===== config.mk =====
export PLATFORM = sky130hd
export DESIGN_NAME = hazard_ctrl
export DESIGN_NICKNAME = d
export VERILOG_FILES = /design/src/rtl/hazard_ctrl.sv
export SDC_FILE = /design/constraint.sdc
export NUM_CORES = 1
export LEC_CHECK = 0
export ABC_AREA = 0
export ABC_CLOCK_PERIOD_IN_PS = 2500
export CORE_MARGIN = 4
export CORE_UTILIZATION = 43
export CTS_CLUSTER_DIAMETER = 80
export DETAILED_ROUTE_END_ITERATION = 10
export GPL_TIMING_DRIVEN = 0
export PLACE_DENSITY_LB_ADDON = 0.15
export REMOVE_ABC_BUFFERS = 1
export SLEW_MARGIN = 5
export SYNTH_ARGS = -nofsm -noshare
export SYNTH_HDL_FRONTEND = slang
export SYNTH_SLANG_ARGS = --single-unit

===== constraint.sdc =====
create_clock -name clk -period 2.5 [get_ports clk]
set_input_delay 0.375 -clock clk [delete_from_list [all_inputs] [get_ports clk]]
set_output_delay 0.375 -clock clk [all_outputs]
set_load 0.02 [all_outputs]

===== src/rtl/hazard_ctrl.sv =====
// Hazard and multi-cycle scheduler for the 5-stage MIPS core: load-use stalls,
// taken-branch flushes, and sequencing of the multiply/divide unit.
module hazard_ctrl #(
  parameter int MUL_CYCLES = 4,
  parameter int DIV_CYCLES = 32,
  parameter int CNT_W      = 6
) (
  input  logic       clk,
  input  logic       clr,
  input  logic [4:0] Ra_D,
  input  logic [4:0] Rb_D,
  input  logic       uses_Ra_D,
  input  logic       uses_Rb_D,
  input  logic [4:0] WriteReg_E,
  input  logic       RegWrite_E,
  input  logic       MemRead_E,
  input  logic       branch_taken_E,
  input  logic       mdu_start_D,
  input  logic       mdu_div_D,
  output logic       stall_F,
  output logic       stall_D,
  output logic       flush_D,
  output logic       flush_E,
  output logic       mdu_go,
  output logic       mdu_abort,
  output logic       mdu_busy,
  output logic       mdu_done
);

  typedef enum logic [1:0] {
    IDLE = 2'd0,
    BUSY = 2'd1,
    DONE = 2'd2
  } state_t;

  localparam logic [CNT_W-1:0] MUL_LOAD = CNT_W'(MUL_CYCLES - 1);
  localparam logic [CNT_W-1:0] DIV_LOAD = CNT_W'(DIV_CYCLES - 1);

  state_t           state_r;
  state_t           state_nxt_s;
  logic [CNT_W-1:0] cnt_r;
  logic [CNT_W-1:0] cnt_nxt_s;
  logic             lu_s;

  // Load-use: a load in EX targets a register the ID instruction reads.
  always_comb begin
    lu_s = MemRead_E & RegWrite_E & (WriteReg_E != 5'd0) &
           ((uses_Ra_D & (Ra_D == WriteReg_E)) | (uses_Rb_D & (Rb_D == WriteReg_E)));
  end

  // State and latency counter register.
  always_ff @(posedge clk or posedge clr) begin
    if (clr) begin
      state_r <= IDLE;
      cnt_r   <= '0;
    end else begin
      state_r <= state_nxt_s;
      cnt_r   <= cnt_nxt_s;
    end
  end

  // Next-state and hazard outputs; a taken branch overrides everything else.
  always_comb begin
    state_nxt_s = state_r;
    cnt_nxt_s   = cnt_r;
    stall_F     = 1'b0;
    stall_D     = 1'b0;
    flush_D     = 1'b0;
    flush_E     = 1'b0;
    mdu_go      = 1'b0;
    mdu_abort   = 1'b0;
    mdu_busy    = 1'b0;
    mdu_done    = 1'b0;
    case (state_r)
      IDLE: begin
        if (branch_taken_E) begin
          flush_D = 1'b1;
          flush_E = 1'b1;
        end else if (lu_s) begin
          stall_F = 1'b1;
          stall_D = 1'b1;
          flush_E = 1'b1;
        end else if (mdu_start_D) begin
          stall_F     = 1'b1;
          stall_D     = 1'b1;
          flush_E     = 1'b1;
          mdu_go      = 1'b1;
          state_nxt_s = BUSY;
          cnt_nxt_s   = mdu_div_D ? DIV_LOAD : MUL_LOAD;
        end else begin
          state_nxt_s = IDLE;
        end
      end
      BUSY: begin
        mdu_busy = 1'b1;
        if (branch_taken_E) begin
          flush_D     = 1'b1;
          flush_E     = 1'b1;
          mdu_abort   = 1'b1;
          state_nxt_s = IDLE;
          cnt_nxt_s   = '0;
        end else begin
          stall_F = 1'b1;
          stall_D = 1'b1;
          flush_E = 1'b1;
          if (cnt_r == '0) begin
            state_nxt_s = DONE;
          end else begin
            cnt_nxt_s = cnt_r - {{(CNT_W-1){1'b0}}, 1'b1};
          end
        end
      end
      DONE: begin
        // The MDU instruction leaves ID at this edge, so no new start is taken.
        mdu_busy    = 1'b1;
        mdu_done    = 1'b1;
        state_nxt_s = IDLE;
        if (branch_taken_E) begin
          flush_D   = 1'b1;
          flush_E   = 1'b1;
          mdu_abort = 1'b1;
        end else begin
          flush_D = 1'b0;
        end
      end
      default: begin
        state_nxt_s = IDLE;
        cnt_nxt_s   = '0;
      end
    endcase
  end

endmodule

==> flow_summary.ini, run 1 <==
[synth]
yosysTopAreaCellShare = 0.248
synth.yosys.seq_area_share = 0.248
syn-mean-instance-area_um2 = 7.82
synthesized_netlist_cell_count = 103
post_synth_num_cell_types = 32
post_synth_main_area_contributors = dfrtp_1 25%, xnor2_1 11%, ha_1 7.8%, a21oi_1 5.6%, inv_1 4.2%
syn-cell-area_um2 = 806
synthesis.yosys.warnings = 0
synth_top_area_cell = dfrtp_1
postSynthRegisterBits = 8

[placed_design]
dp.final_hpwl_mm = 1.59
port_buffers = 31
placedCellCount = 152
place_congestion = 0.771

[layout]
flow.area_growth_from_synthesis_pct = 42.5
post_layout_nonfiller_instances = 155
post_route_cells_drive_above_1_share = 0.0923
post_layout_utilization_of_the_core = 0.658
nNetsFinal = 161
antenna-diode-count = 0

[sta]
final_min_period_over_clock_period = 0.941
timing_worst_slew_pin_value_ns = 0.622
setup_viol = 0
achievable-frequency_mhz = 425
timing.final.max_slew_violations = 0
finalCriticalPeriod_ns = 2.35
max_slew_margin = 0.582
rsz0062_at_grt = no
finalClockSkew_ns = 0.00292
finalHoldViolCount = 0

[detailed_routing]
route.final.wire_length_mm = 2.01
dr_total_vias = 842
detail_route.vias_per_cell = 5.43
route.detailed.wl_per_inst_um = 13.0
drt-initial-drc-count = 17
ant_nets = 0
dr.pass1.iters = 4
drcViolationCount = 0

[cts]
clkSinkCount = 8
clk_pin_slew_worst_paths_ns = 0.05
cts_hold_repair.buffers = 0
cts_buffer_depth = 2
cts_root_buffer = clkbuf_4
cts_max_level = 1
worstSkewPairLatency_ns = 0.26
cts_made_buffers = 3
cts_tree = yes

[global_route]
maximum_number_of_pins_on_one_net_before_global_route_repair = 13
globalRoute.totalOverflow = 0
number_of_antenna_violations_at_the_first_check_in_global_routing = 0
vias_in_the_first_global_route = 790
grt_first_pass_wirelength_mm = 3.35
track_usage = 0.169

[hold_path]
min_path_type = input port to async pin

[setup_path]
cp-end-kind = primary output
timing.critical_path.fanout_max = 8
crit_path_cell_trace = clkdlybuf4s50_1 > xnor2_2 > nand4_1 > o22ai_2 > and2_4 > o21ai_0 > a21oi_1 > buf_2
critPathArrivalTime_ns = 1.98
worstSetupStartpointType = input port
cp_num_buf_inv = 2
timing.critical_path.slowest_stage_cell = clkdlybuf4s50_1
worst_path_dominant_cell_family = buffers and inverters
critical_path_class = input port to primary output
worst-endpoint-required_ns = 2.12
max_stage_delay_ns = 0.50

[run_status]
run_status = finished, final reports clean

[floorplanning]
design.die.area_mm2 = 0.00263
io_pins = 32
start_util = 0.462
floorplan.die.width_um = 51.3
design.core.area_mm2 = 0.00175
die_outline_height_um = 51.3
fp-row-count = 15

[pwr]
irDropWorstVdd_mv = 0.455
power.static_leakage_nw = 0.495
power_density_mw_per_mm2 = 666

[run]
max-cap-violations = 0
final cells by class:
| type | instances | area (µm²) |
|---|---|---|
| Tap cell | 25 | 31.3 |
| Inverter | 9 | 33.8 |
| Clock buffer | 3 | 22.5 |
| Fill cell | 151 | 597 |
| Multi-Input combinational cell | 79 | 563 |
| Sequential cell | 8 | 200 |
| Timing Repair Buffer | 31 | 298 |
power breakdown:
part / switching (W) / total, W / leakage [nW] / internal [W]
combinational: 0.000253 / 0.000453 / 0.381 / 0.000200
sequential: 0.0000361 / 0.000212 / 0.0996 / 0.000176
clock: 0.0000458 / 0.000101 / 0.0138 / 0.0000550
state kept, by name, summed over array words and instances (netlist names):
register	cells
cnt_r	6
state_r	2
metal layers:
layer / wire (µm) / vias to the layer above / GRT usage / share of wire
met5: 0 / - / 0 / 0
li1: - / 419 / - / -
met2: 921 / 36 / 0.268 / 0.46
met1: 870 / 382 / 0.209 / 0.43
met3: 155 / 5 / 0.0233 / 0.077
met4: 61 / 0 / 0.118 / 0.030
cell families after synthesis:
kind of cell / synth area share
AOI/OAI and AO/OA: 0.300
and+or+nand+nor: 0.177
buffers and inverters: 0.0885
xor gates and xnor gates: 0.109
DFF: 0.248
adders and majority gates: 0.0776
through the flow:
stage               setup slack, ns  total power (W)  cell area [µm²]  hold slack, ns  setup TNS, ns
floorplan                     0.277         0.000506              768           0.191              0
global placement             -0.545         0.000648             1110           0.495          -2.00
detailed placement           -0.575         0.000660             1110           0.506          -2.03
CTS                          0.0266         0.000752             1120           0.368              0
global route                 0.0200         0.000840             1150           0.383              0
finish                        0.148         0.000765             1150           0.357              0
cell usage in the layout (no fill, tap or decap), types with 2 or more instances in the layout:
cell and count:
nand4_1 2, o21ai_1 6, o211ai_1 2, inv_1 9, o31ai_1 3, buf_2 2
xnor2_1 9, nand3_1 2, a32oi_1 2, clkdlybuf4s50_1 22, nand2_1 4, dlymetal6s2s_1 2
nor2_1 9, dlygate4sd2_1 4, nand2b_1 2, clkbuf_4 3, a21oi_1 9, or3_1 2
ha_1 4, nor2b_1 3, nor3_1 3, dfrtp_1 8, o21ai_0 3
synthesized netlist by cell type, drive strengths merged:
cell type  number
dfrtp           8
nor3            3
o311a           1
nand2b          2
ha              5
o31a            2
inv             9
nand3           2
nor2            9
a22oi           2
o21ai           9
o31ai           3
a32oi           2
nand4           2
nand2           4
a21oi           9
or3             2
a211o           1
a311o           1
a31o            1
o22ai           2
buf             3
and2            2
nor2b           3
xnor2          10
o211ai          2
clkbuf          4
worst paths after layout:
path | cells past startpoint | from | slack (ns) | endpoint
max | 8 | Ra_D[3] | 0.15 | stall_F
min | 2 | clr | 0.36 | cnt_r[4]
max reg2reg | 8 | state_r[1] | 0.29 | cnt_r[3]
min reg2reg | 2 | cnt_r[5] | 0.51 | cnt_r[5]
max in group asynchronous | 2 | clr | 1.91 | cnt_r[0]
min in group clk | 2 | cnt_r[5] | 0.51 | cnt_r[5]
repair_timing:
action / in CTS / in global routing
pin swaps: 0 / 3
buffers inserted: 0 / 0
gates resized for setup: 20 / 5
setup endpoints to repair: 4 / 3
No activity file was read; power rests on OpenSTA's default activity.
==> inputs of run 2 (changes only) <==
CORE_UTILIZATION = 60   (was 43)
DONT_BUFFER_PORTS = 1   (was default)
==> run 2 against run 1 <==
  * Worst setup slack gained 0.057 ns
  * Final cell count shrank 26%
  * Clock skew shrank 0.0015 ns
  * Non-clock buffer count shrank 30
  * Clock power is essentially flat
  * Sequential power is essentially flat
  * Via count shrank 13%
  * Power shrank 12%
  * Routed wire length shrank 15%
  * Flip-flop and latch count is the same
==> flow_summary.ini, run 2 (same netlist as run 1, synthesis figures left out) <==
[run_status]
run_status = finished, final reports clean

[layout]
multiInputGateArea_um2 = 541
largestRegisters = cnt_r x6, state_r x2
mostFrequentLayoutCell = xnor2_1
post_layout_nonfiller_instances = 114
post_layout_utilization_of_the_core = 0.695
antenna-diode-count = 0
largest_register_ffs = 6
ff_latch_area_um2 = 200
largest-register = cnt_r
nNetsFinal = 131
final.fill_count = 107
post_route_cells_drive_above_1_share = 0.0700
flow.area_growth_from_synthesis_pct = 2.33
mostFrequentLayoutCells = 10 x xnor2_1, 9 x inv_1, 9 x nor2_1

[sta]
timing_worst_slew_pin_value_ns = 0.637
setup_viol = 0
timing.final.max_slew_violations = 0
finalHoldViolCount = 0
max_slew_margin = 0.572
finalCriticalPeriod_ns = 2.30
finalHoldWorstSlack_ns = 0.276
final_min_period_over_clock_period = 0.918
achievable-frequency_mhz = 436
rsz0062_at_grt = no
finalClockSkew_ns = 0.00138
fin_setup_tns_ns = 0

[cts]
worstSkewPairLatency_ns = 0.25
cts_root_buffer = clkbuf_4
cts_made_buffers = 3
cts_buffer_depth = 2
clk_pin_slew_worst_paths_ns = 0.05
cts_max_level = 1
cts_tree = yes
post-cts-setup-buffer-count = 0
clkSinkCount = 8

[pwr]
power.share.combinational = 0.542
p_sw_w = 0.000306
irDropWorstVdd_mv = 0.464
power.static_leakage_nw = 0.342
power_frac_clock = 0.145
p_int_w = 0.000368
share_seq_of_total_power = 0.312
switching_share = 0.454
power_density_mw_per_mm2 = 818

[floorplanning]
fp-row-count = 12
die_outline_height_um = 44.6
start_util = 0.679
design.core.area_mm2 = 0.00119
io_pins = 32
design.die.area_mm2 = 0.00199
floorplan.die.width_um = 44.6

[global_route]
maximum_number_of_pins_on_one_net_before_global_route_repair = 13
grt_first_pass_wirelength_mm = 2.94
vias_in_the_first_global_route = 761
track_usage = 0.199
number_of_antenna_violations_at_the_first_check_in_global_routing = 0
globalRoute.totalOverflow = 0

[detailed_routing]
dr_total_vias = 733
route.detailed.wl_per_inst_um = 14.9
route.final.wire_length_mm = 1.70
dr.pass1.iters = 4
ant_nets = 0
detail_route.vias_per_cell = 6.43
drt-initial-drc-count = 20
drcViolationCount = 0

[hold_path]
min_path_type = input port to flip-flop

[setup_path]
worstSetupStartpointType = flip-flop
critical_path_class = flip-flop to primary output
worst-endpoint-required_ns = 2.12
critPathArrivalTime_ns = 1.92
timing.critical_path.fanout_max = 11
cp-end-kind = primary output

[placed_design]
placedCellCount = 110
place_congestion = 0.783
port_buffers = 0
dp.final_hpwl_mm = 1.39

[run]
max-cap-violations = 0
run 2: cell types whose count changed in the layout (fill, tap and decap cells not counted), sizes merged:
cell and delta:
clkdlybuf4s50 -22, dlygate4sd2 -4, buf -3, dlymetal6s2s -2
dlygate4sd3 +1
run 2: stage by stage:
stage / instance area [µm²] / total power, W / setup WS (ns)
after floorplan: 768 / 0.000506 / 0.277
after global placement: 786 / 0.000557 / 0.133
after detailed placement: 786 / 0.000570 / 0.112
after CTS: 818 / 0.000668 / 0.0867
after global routing: 825 / 0.000732 / 0.119
final: 825 / 0.000674 / 0.205
run 2: worst max-delay path, cell delays in order (launching register included):
cell and delay [ns]:
dfrtp_1 0.43, inv_1 0.11, ha_2 0.30, inv_1 0.10
or3_1 0.40, nor2_1 0.33
run 2: path summary, 6_finish.rpt:
path	from	to	slack, ns	cells after the start
min in group asynchronous	clr	state_r[0]	0.50	2
max in group asynchronous	clr	cnt_r[0]	1.77	2
worst min-delay path	branch_taken_E	state_r[0]	0.28	2
worst min register to register	cnt_r[5]	cnt_r[5]	0.54	2
worst max-delay path	state_r[1]	mdu_go	0.20	5
worst max register to register	state_r[1]	cnt_r[5]	0.39	8
run 2: power by group through the flow:
stage	Clock [W]	Combinational (W)	Sequential (W)
floorplan	0	0.000303	0.000203
global placement	0	0.000346	0.000211
detailed placement	0	0.000357	0.000213
CTS	0.0000982	0.000358	0.000212
global route	0.000108	0.000409	0.000215
finish	0.0000979	0.000366	0.000211
run 2: what timing repair did:
item | CTS | global route
gates resized for setup | 0 | 2
hold buffers | 1 | 0
setup endpoints to repair | 0 | 3
endpoints found under the hold margin | 8 | 0
run 2: final cells by class:
class                           instances  area share
Multi-Input combinational cell         79       0.656
Sequential cell                         8       0.243
Inverter                                9      0.0410
Clock buffer                            3      0.0273
Tap cell                               14      0.0212
Timing Repair Buffer                    1      0.0121
run 2: metal layers:
layer / vias to the layer above / GRT usage / share of wire
met5: - / 0 / 0
met4: 0 / 0.114 / 0.024
met3: 5 / 0.0325 / 0.088
met2: 41 / 0.330 / 0.47
met1: 328 / 0.238 / 0.41
li1: 359 / - / -
==> inputs of run 3 (changes only) <==
RECOVER_POWER = 50   (was default)
==> run 3 against run 2 <==
  * Die area unchanged
  * First-iteration DRC count is the same
  * Clock skew unchanged
  * Power about the same
  * Via count unchanged
  * Flip-flop and latch count stayed put
  * Fmax unchanged
  * Clock power is essentially flat
  * Critical path depth stayed put
  * Largest power group unchanged
==> flow_summary.ini, run 3 (same netlist as run 1, synthesis figures left out) <==
[run_status]
run_status = finished, final reports clean

[pwr]
power.static_leakage_nw = 0.341
power_density_mw_per_mm2 = 818
irDropWorstVdd_mv = 0.462
power_w = 0.000674

[sta]
timing_worst_slew_pin_value_ns = 0.637
max_slew_margin = 0.572
rsz0062_at_grt = no
final_min_period_over_clock_period = 0.918
achievable-frequency_mhz = 436
finalHoldViolCount = 0
finalCriticalPeriod_ns = 2.30
setup_viol = 0
finalClockSkew_ns = 0.00138
timing.final.max_slew_violations = 0
fin_setup_tns_ns = 0

[layout]
post_route_cells_drive_above_1_share = 0.0700
largest-register = cnt_r
largestRegisters = cnt_r x6, state_r x2
mostFrequentLayoutCells = 10 x xnor2_1, 9 x inv_1, 9 x nor2_1
largest_register_ffs = 6
mostFrequentLayoutCell = xnor2_1
flow.area_growth_from_synthesis_pct = 2.33
nNetsFinal = 131
antenna-diode-count = 0

[global_route]
globalRoute.totalOverflow = 0
maximum_number_of_pins_on_one_net_before_global_route_repair = 13
track_usage = 0.199
vias_in_the_first_global_route = 761
number_of_antenna_violations_at_the_first_check_in_global_routing = 0
grt_first_pass_wirelength_mm = 2.94

[hold_path]
hold-path-cell-count = 2
timing.hold.worst.start = branch_taken_E
min_path_type = input port to flip-flop

[placed_design]
dp.final_hpwl_mm = 1.39
port_buffers = 0
place_congestion = 0.783

[setup_path]
critical_path_class = flip-flop to primary output
worst_path_dominant_cell_family = simple AND/OR/NAND/NOR gates
reg2reg_from = state_r[1]
cp-startpoint = state_r[1]
ff2ff_path_depth = 8
cp-end-kind = primary output
max_stage_delay_ns = 0.43
cp_num_buf_inv = 2
crit_path_cell_trace = inv_1 > ha_2 > inv_1 > or3_1 > nor2_1
timing.critical_path.fanout_max = 11
critical-path-top-cell-by-count = inv_1
worstSetupPathDepth = 5
worstSetupStartpointType = flip-flop
worst-endpoint-required_ns = 2.12
timing.critical_path.slowest_stage_cell = dfrtp_1
critPathArrivalTime_ns = 1.92

[detailed_routing]
maxUsedRoutingLayer = met4
route.met3.wl_um = 150
ant_nets = 0
route.final.wire_length_mm = 1.70
drt-initial-drc-count = 20
wl_on_met1_um = 700
route.detailed.wl_per_inst_um = 14.9
dr_total_vias = 733
routed_wire_length_on_met2_um = 806
detail_route.vias_per_cell = 6.43
drcViolationCount = 0
dr.pass1.iters = 4

[floorplanning]
floorplan.die.width_um = 44.6
design.core.area_mm2 = 0.00119
fp-row-count = 12
io_pins = 32
start_util = 0.679
design.die.area_mm2 = 0.00199
die_outline_height_um = 44.6

[cts]
cts_tree = yes
cts_buffer_depth = 2
cts_made_buffers = 3
post-cts-setup-buffer-count = 0
clkSinkCount = 8
cts_root_buffer = clkbuf_4
clk_pin_slew_worst_paths_ns = 0.05
cts_max_level = 1
worstSkewPairLatency_ns = 0.25

[run]
max-cap-violations = 0
run 3: cell counts in the layout (fill, tap and decap cells not counted):
Identical to the previous run, type by type.
run 3: metal layers:
| layer | global-route usage | vias to the layer above |
|---|---|---|
| met5 | 0 | - |
| met4 | 0.114 | 0 |
| met3 | 0.0325 | 5 |
| met2 | 0.330 | 41 |
| met1 | 0.238 | 328 |
| li1 | - | 359 |
run 3: final timing paths:
| check | to | slack [ns] |
|---|---|---|
| hold / removal | state_r[0] | 0.28 |
| min in group asynchronous | state_r[0] | 0.50 |
| setup reg to reg | cnt_r[5] | 0.39 |
| max in group asynchronous | cnt_r[0] | 1.77 |
| setup / recovery | mdu_go | 0.20 |
| hold reg to reg | cnt_r[5] | 0.54 |
run 3: through the flow:
step,setup slack (ns),std cells,utilization,hold slack (ns),instance area [µm²]
6_report,0.205,114,0.695,0.276,825
5_1_grt,0.119,114,0.695,0.276,825
4_1_cts,0.0867,114,0.690,0.277,818
3_5_place_dp,0.112,110,0.662,0.227,786
3_3_place_gp,0.133,110,0.662,0.223,786
2_1_floorplan,0.277,96,-,0.191,768
run 3: layout make-up:
type                    instances  area, µm²
multi-input cells              79        541
fillers                       107        362
flip-flops and latches          8        200
inverters                       9       33.8
clock buffers                   3       22.5
well taps                      14       17.5
repair buffers                  1       10.0
run 3: report_power, final:
group	switching [W]	internal [W]	total [W]	leakage, nW
Combinational	0.000228	0.000137	0.000366	0.227
Clock	0.0000431	0.0000549	0.0000979	0.0138
Sequential	0.0000349	0.000176	0.000211	0.0996
Total	0.000306	0.000368	0.000674	0.341
run 3: what timing repair did:
action	4_1_cts	5_1_grt
hold buffers	1	0
hold endpoints to repair	8	0
endpoints found under the setup margin	0	3
gates resized for setup	0	2
run 3: worst register-to-register path: cells and delay by family, from the launching register on:
family / cells / cell delay, ns
AOI/OAI and AO/OA: 5 / 0.84
adders and majority gates: 1 / 0.21
buffers and inverters: 1 / 0.11
and+or+nand+nor: 1 / 0.44
DFF: 1 / 0.43
